<file path="config.mk">
export PLATFORM = sky130hd
export DESIGN_NAME = logic_reduce_acc
export DESIGN_NICKNAME = d
export VERILOG_FILES = /design/src/rtl/logic_reduce_acc.sv
export SDC_FILE = /design/constraint.sdc
export NUM_CORES = 1
export LEC_CHECK = 0
export CAP_MARGIN = 40
export CORE_MARGIN = 2
export CORE_UTILIZATION = 55
export DETAILED_ROUTE_END_ITERATION = 7
export PLACE_DENSITY = 0.8
export SLEW_MARGIN = 20
export SYNTH_ARGS = -nofsm -noshare
export SYNTH_HDL_FRONTEND = slang
export SYNTH_SLANG_ARGS = --single-unit
</file>
<file path="constraint.sdc">
create_clock -name clk -period 2.68 [get_ports clk]
set_input_delay 0.268 -clock clk [delete_from_list [all_inputs] [get_ports clk]]
set_output_delay 0.268 -clock clk [all_outputs]
set_load 0.02 [all_outputs]
</file>
<file path="src/rtl/logic_reduce_acc.sv">
// logic_reduce_acc
//   Folds a packet of WIDTH-bit operands into one result using a bitwise gate
//   mode chosen on the packet's first beat. NAND/NOR/XNOR are AND/OR/XOR folds
//   inverted once at the end. Illegal modes fold as AND and flag an error.
//   A packet also ends, with an error, when MAX_OPS operands arrive without
//   in_last.
//
// Ports
//   clk, rst                      clock, synchronous active-high reset
//   in_valid/in_ready             operand handshake
//   in_data, in_last, op          operand, end-of-packet, gate mode
//   out_valid/out_ready           result handshake
//   out_data, out_count, out_err  result, operand count, error flag
//                                 (all zero while out_valid is low)
module logic_reduce_acc #(
  parameter int WIDTH   = 8,
  parameter int MAX_OPS = 16,
  localparam int CW     = $clog2(MAX_OPS + 1)
) (
  input  logic             clk,
  input  logic             rst,
  input  logic             in_valid,
  output logic             in_ready,
  input  logic [WIDTH-1:0] in_data,
  input  logic             in_last,
  input  logic [2:0]       op,
  output logic             out_valid,
  input  logic             out_ready,
  output logic [WIDTH-1:0] out_data,
  output logic [CW-1:0]    out_count,
  output logic             out_err
);

  typedef enum logic [1:0] {IDLE, ACC, DONE} state_t;

  state_t           state_reg;
  logic [WIDTH-1:0] acc_reg;
  logic [CW-1:0]    count_reg;
  logic [2:0]       op_reg;
  logic             in_ready_reg;
  logic             out_valid_reg;
  logic [WIDTH-1:0] out_data_reg;
  logic [CW-1:0]    out_count_reg;
  logic             out_err_reg;

  logic             accept;
  logic [2:0]       sel_op;
  logic [CW-1:0]    cnt_next;
  logic             at_max;
  logic             finish;
  logic             illegal;
  logic             invert;
  logic             is_or;
  logic             is_xor;
  logic [WIDTH-1:0] bit_fold;
  logic [WIDTH-1:0] fold;
  logic [WIDTH-1:0] result;

  assign accept = in_valid & in_ready_reg;

  // Mid-packet the latched mode selects the base gate; op on the port is ignored.
  assign is_or  = (op_reg == 3'd1) | (op_reg == 3'd4);
  assign is_xor = (op_reg == 3'd2) | (op_reg == 3'd5);

  genvar gi;
  generate
    for (gi = 0; gi < WIDTH; gi++) begin : g_fold
      assign bit_fold[gi] = is_or  ? (acc_reg[gi] | in_data[gi]) :
                            is_xor ? (acc_reg[gi] ^ in_data[gi]) :
                                     (acc_reg[gi] & in_data[gi]);
    end
  endgenerate

  always_comb begin
    sel_op   = (state_reg == IDLE) ? op : op_reg;
    cnt_next = (state_reg == IDLE) ? CW'(1) : count_reg + CW'(1);
    at_max   = (cnt_next == CW'(MAX_OPS));
    finish   = in_last | at_max;
    illegal  = sel_op[2] & sel_op[1];
    // Modes 3,4,5 are the inverted family; 6,7 are illegal and fold as plain AND.
    invert   = ~illegal & ((sel_op == 3'd3) | sel_op[2]);
    // The first beat simply loads the accumulator.
    fold     = (state_reg == IDLE) ? in_data : bit_fold;
    result   = invert ? ~fold : fold;
  end

  always_ff @(posedge clk) begin
    if (rst) begin
      state_reg     <= IDLE;
      acc_reg       <= '0;
      count_reg     <= '0;
      op_reg        <= 3'd0;
      in_ready_reg  <= 1'b1;
      out_valid_reg <= 1'b0;
      out_data_reg  <= '0;
      out_count_reg <= '0;
      out_err_reg   <= 1'b0;
    end else begin
      case (state_reg)
        IDLE, ACC: begin
          if (accept) begin
            acc_reg   <= fold;
            count_reg <= cnt_next;
            op_reg    <= sel_op;
            if (finish) begin
              state_reg     <= DONE;
              in_ready_reg  <= 1'b0;
              out_valid_reg <= 1'b1;
              out_data_reg  <= result;
              out_count_reg <= cnt_next;
              // Truncation only counts when the cap, not in_last, ended the packet.
              out_err_reg   <= illegal | (at_max & ~in_last);
            end else begin
              state_reg <= ACC;
            end
          end
        end
        DONE: begin
          if (out_ready) begin
            state_reg     <= IDLE;
            acc_reg       <= '0;
            count_reg     <= '0;
            in_ready_reg  <= 1'b1;
            out_valid_reg <= 1'b0;
            out_data_reg  <= '0;
            out_count_reg <= '0;
            out_err_reg   <= 1'b0;
          end
        end
        default: begin
          state_reg    <= IDLE;
          in_ready_reg <= 1'b1;
        end
      endcase
    end
  end

  assign in_ready  = in_ready_reg;
  assign out_valid = out_valid_reg;
  assign out_data  = out_data_reg;
  assign out_count = out_count_reg;
  assign out_err   = out_err_reg;

endmodule

</file>
==> impl_metrics.csv, run 1 <==
group,metric,value,unit
power_and_ir_drop,ir_drop,0.264,mV
logic_synthesis,synth_fp_nets,298,
clock_network,cts_tree,"done",
critical_path,arrival,2.31,ns
clock_network,cts_root_buf,"clkbuf_8",
placed_design,place.gp.congestion,0.842,
floorplan,core,4060,µm²
critical_path,crit_fanout,10,
logic_synthesis,synth_edf_count,0,
grt,grt_usage,0.233,
floorplan,rows,23,
clock_network,post_cts_resized,0,
logic_synthesis,syn_area,2350,µm²
detailed_routing,wl_met2,2420,µm
critical_path,criticalPathCategory,"reg2reg",
power_and_ir_drop,p_leak,1.06,nW
timing,hold_violations,0,
logic_synthesis,synth_top_cells_by_area,"dfxtp_1 (29%), ha_1 (9.1%), mux2i_1 (5.5%), o211ai_1 (4.2%), xor2_1 (4.1%)",
finish,syn_to_final_growth,18.0,%
floorplan,die_w,69.3,µm
run,drv_cap,0,
grt,grt_pass1_wl,9170,µm
logic_synthesis,seq_area_frac_synth,0.290,
logic_synthesis,ys_top_cells_by_count,"dfxtp_1 (34), nor2_1 (25), inv_1 (24), ha_1 (17)",
logic_synthesis,synth_flop_cell,"dfxtp_1",
critical_path,cp-start-kind,"register",
min_path,hp-class,"reg2reg",
grt,grt_pass1_vias,1922,
placed_design,place_hpwl,3680,µm
timing,fmax,0.469,GHz
detailed_routing,top_layer,"met4",
critical_path,path_cells,"ha_1, xor2_1, nor4b_4, a31oi_4, o21a_1, a22o_1",
detailed_routing,drt-pass1-iter-count,4,
logic_synthesis,async_reset_ff_frac,0,
detailed_routing,drtAntennaViolNets,0,
clock_network,clk_transition_reported_paths,0.07,ns
logic_synthesis,synth_seq_cells,34,
clock_network,clk_path_buf_depth,2,
run_status,status,"completed",
floorplan,io_pins,32,
logic_synthesis,yosysMostFrequentCell,"dfxtp_1",
timing,tightest_slew,0.730,ns
floorplan,die-area,4800,µm²
finish,fin_util,0.682,
clock_network,post_cts_buffers,0,
timing,totalNegativeSetupSlack,0,ns
critical_path,cp.required,2.85,ns
grt,antenna_found_initial,0,
detailed_routing,first_iter_violations,102,
finish,nNetsFinal,325,
power_and_ir_drop,p_per_area,513,nW/µm²
timing,rsz0062_at_grt,"false",
critical_path,critPathMaxStageDelay,0.45,ns
finish,drive_gt1_frac,0.0751,
detailed_routing,wl_met1,2580,µm
clock_network,htreeDepth,2,
clock_network,worstSkewPairLatency,0.28,ns
clock_network,cts_hold_buf,0,
floorplan,dieHeight,69.3,µm
placed_design,portBuffers,31,
clock_network,clock_sinks,34,
logic_synthesis,yosysTopAreaCell,"dfxtp_1",
timing,whs,0.458,ns
detailed_routing,via_per_inst,5.89,
power_and_ir_drop,p_total,1.42,mW
critical_path,slowest_stage,"dfxtp_1",
grt,grt_overflow,0,
clock_network,cts_buffers,5,
finish,antenna_cells,0,
logic_synthesis,yosysWarnings,0,
critical_path,end_kind,"register",
detailed_routing,dr_wl_met3,314,µm
floorplan,initial_utilization,0.578,
logic_synthesis,yosysTopAreaCellShare,0.290,
timing,finalMaxSlewViolations,0,
detailed_routing,finalWirelength,5390,µm
logic_synthesis,synth_cells,265,
detailed_routing,post-route-drc-count,0,
timing,slew_headroom,0.512,
timing,finClkSkew,0.00506,ns
detailed_routing,vias,2020,
timing,setup_viol,0,
detailed_routing,wl_per_cell,15.7,µm
timing,timing.final.crit_share,0.795,
timing,min_period,2.13,ns
logic_synthesis,yosysUniqueCellTypes,44,
logic_synthesis,avgSynthCellArea,8.85,µm²
grt,grt_max_degree,22,
[cells by family after synthesis]
family          synth area share
simple gates               0.184
flops                      0.290
mux                       0.0555
xor+xnor                  0.0517
fa+ha+maj                 0.0907
compound gates             0.246
buf+inv                   0.0821
[worst max-delay path: cells and delay by family (launching register included)]
family,cells,cell delay [ns]
flops,1,0.45
simple gates,1,0.31
compound gates,3,0.85
xor+xnor,1,0.14
fa+ha+maj,1,0.27
[per-stage QoR]
step           cell area [µm²]  std cells  setup WS [ns]
6_report                  2770        343          0.549
4_1_cts                   2770        343          0.558
3_5_place_dp              2660        335          0.525
2_1_floorplan             2350        265          0.794
5_1_grt                   2770        343          0.409
3_3_place_gp              2660        335          0.540
[routing by layer]
metal  vias up  track usage
met5         -            0
met4         0       0.0806
li1       1008            -
met3         7       0.0422
met2        63        0.356
met1       942        0.330
[cells in the final DEF, fill, tap and decap left out, types with 2 or more instances in the layout]
cell             instances
o2bb2a_1                 8
clkdlybuf4s50_1         31
buf_4                    6
o221ai_1                 8
a22oi_1                  2
nor2b_1                 10
a221oi_1                 8
nor2_1                  25
xor2_1                  11
nor3b_1                  8
nand2b_1                 2
ha_1                    17
o21ai_0                  6
mux2i_1                 13
clkbuf_1                 2
dfxtp_1                 34
inv_1                   24
and2_1                   2
a21oi_1                  5
a22o_1                   9
o21a_1                   2
nand3_1                 13
clkbuf_8                 5
o211ai_1                13
nand2_1                 10
a211o_1                  2
[report_power, final]
group	internal (mW)	leakage [nW]	switching, mW
combinational	0.169	0.727	0.217
clock	0.278	0.0524	0.188
sequential	0.538	0.277	0.0301
[path summary, 6_finish.rpt]
check	slack, ns	startpoint	end	cells past startpoint
worst max-delay path	0.55	count_reg[0]	out_data[5]	6
worst max register to register	0.55	count_reg[0]	out_data[5]	6
worst min register to register	0.46	out_valid	out_valid	1
worst min-delay path	0.46	out_valid	out_valid	1
[layout make-up]
type / count / area (µm²)
clock inverters: 1 / 30.0
multi-input cells: 190 / 1470
flip-flops and latches: 34 / 681
fillers: 347 / 1290
well taps: 50 / 62.6
repair buffers: 37 / 355
inverters: 24 / 90.1
clock buffers: 7 / 76.3
Note: power is estimated with default switching activity, not from simulation.
==> run 2: changes to the inputs <==
==> constraint.sdc (replaced) <==
create_clock -name clk -period 2 [get_ports clk]
set_input_delay 0.2 -clock clk [delete_from_list [all_inputs] [get_ports clk]]
set_output_delay 0.2 -clock clk [all_outputs]
set_load 0.02 [all_outputs]
==> impl_metrics.csv, run 2 (synthesis results as in run 1) <==
group,metric,value,unit
finish,finalInstanceArea,2970,µm²
timing,slew_headroom,0.577,
timing,finalMaxSlewViolations,0,
run_status,status,"completed",
detailed_routing,post-route-drc-count,0,
placed_design,dp_slack,-0.0583,ns
floorplan,io_pins,32,
critical_path,end_kind,"register",
grt,grt_pass1_vias,2048,
finish,antenna_cells,0,
finish,nNetsFinal,349,
grt,grt_pass1_wl,9960,µm
placed_design,placedCellCount,358,
detailed_routing,vias,2177,
floorplan,die_w,69.3,µm
finish,final_cell_mix,"dfxtp_1 (34), clkdlybuf4s50_1 (31), buf_4 (29)",
critical_path,cp-start-kind,"register",
clock_network,cts_tree,"done",
timing,setup_viol,0,
detailed_routing,drtAntennaViolNets,0,
placed_design,place_hpwl,4150,µm
grt,grt_usage,0.256,
grt,grt_max_degree,18,
floorplan,rows,23,
timing,finClkSkew,0.00600,ns
detailed_routing,via_per_inst,5.93,
placed_design,place.gp.congestion,0.872,
grt,antenna_found_initial,0,
power_and_ir_drop,ir_drop,0.461,mV
min_path,hold_path_depth,1,
placed_design,dpl-instance-area,2850,µm²
clock_network,clock_sinks,34,
critical_path,cp.required,2.20,ns
grt,grt_overflow,0,
timing,tightest_slew,0.632,ns
finish,drive_gt1_frac,0.161,
clock_network,clk_transition_reported_paths,0.08,ns
min_path,hp-class,"reg2reg",
critical_path,arrival,2.07,ns
timing,timing.final.crit_share,0.935,
finish,nFillCells,306,
clock_network,cts_buffers,5,
timing,whs,0.456,ns
detailed_routing,first_iter_violations,214,
timing,min_period,1.87,ns
timing,fmax,0.535,GHz
placed_design,portBuffers,31,
timing,rsz0062_at_grt,"false",
detailed_routing,finalWirelength,5770,µm
finish,syn_to_final_growth,26.5,%
clock_network,cts_root_buf,"clkbuf_8",
power_and_ir_drop,p_leak,1.17,nW
detailed_routing,wl_per_cell,15.7,µm
clock_network,clk_path_buf_depth,2,
finish,instances_no_fill,367,
clock_network,htreeDepth,2,
critical_path,crit_fanout,10,
clock_network,cts_hold_buf,0,
floorplan,dieHeight,69.3,µm
clock_network,worstSkewPairLatency,0.30,ns
timing,totalNegativeSetupSlack,0,ns
floorplan,die-area,4800,µm²
floorplan,initial_utilization,0.578,
finish,final_common_cell,"dfxtp_1",
timing,hold_violations,0,
timing,finalWorstSetupSlack,0.131,ns
floorplan,core,4060,µm²
critical_path,reg2regPathDepth,5,
detailed_routing,drt-pass1-iter-count,5,
critical_path,criticalPathCategory,"reg2reg",
run,drv_cap,0,
power_and_ir_drop,p_per_area,640,nW/µm²
-- run 2: metal layers --
layer  part of all wire  wire length [µm]  vias up  global-route usage
met5                  0                 0        -                   0
met3              0.066               379       13              0.0451
met2               0.46              2670       92               0.415
met4              0.018               102        0              0.0893
li1                   -                 -     1048                   -
met1               0.45              2620     1024               0.344
-- run 2: where the power goes --
| part | internal, mW | leakage [nW] | total [mW] | switching (mW) |
|---|---|---|---|---|
| logic | 0.272 | 0.847 | 0.584 | 0.312 |
| clock network | 0.277 | 0.0472 | 0.558 | 0.282 |
| registers | 0.721 | 0.277 | 0.756 | 0.0350 |
-- run 2: area by class of cell --
type                            instances  area [µm²]  share of cell area
Multi-Input combinational cell        190        1490               0.502
Sequential cell                        34         681               0.229
Timing Repair Buffer                   61         548               0.185
Inverter                               24        90.1              0.0304
Clock buffer                            6        82.6              0.0278
Tap cell                               50        62.6              0.0211
Clock inverter                          2        12.5             0.00422
-- run 2: repair_timing --
action | 4_1_cts | 5_1_grt
gates resized for setup | 1 | 3
endpoints found under the hold margin | 0 | 0
buffers inserted | 0 | 1
pin swaps | 0 | 1
setup endpoints to repair | 9 | 11
-- run 2: critical path, cell delays in order, from the launching register on --
cell and delay [ns]:
dfxtp_1 0.43, nor2_1 0.54, a221oi_1 0.20, o211ai_1 0.29, xor2_1 0.10, a22o_1 0.21
-- run 2: stage by stage --
step,power (mW),utilization
floorplan,1.13,-
global placement,1.33,0.702
detailed placement,1.34,0.702
CTS,1.89,0.725
global route,1.99,0.731
finish,1.90,0.731
-- run 2: worst paths after layout --
kind / startpoint / slack [ns] / to
max: op_reg[2] / 0.13 / out_data[6]
min: out_valid / 0.46 / out_valid
max reg2reg: op_reg[2] / 0.13 / out_data[6]
min reg2reg: out_valid / 0.46 / out_valid
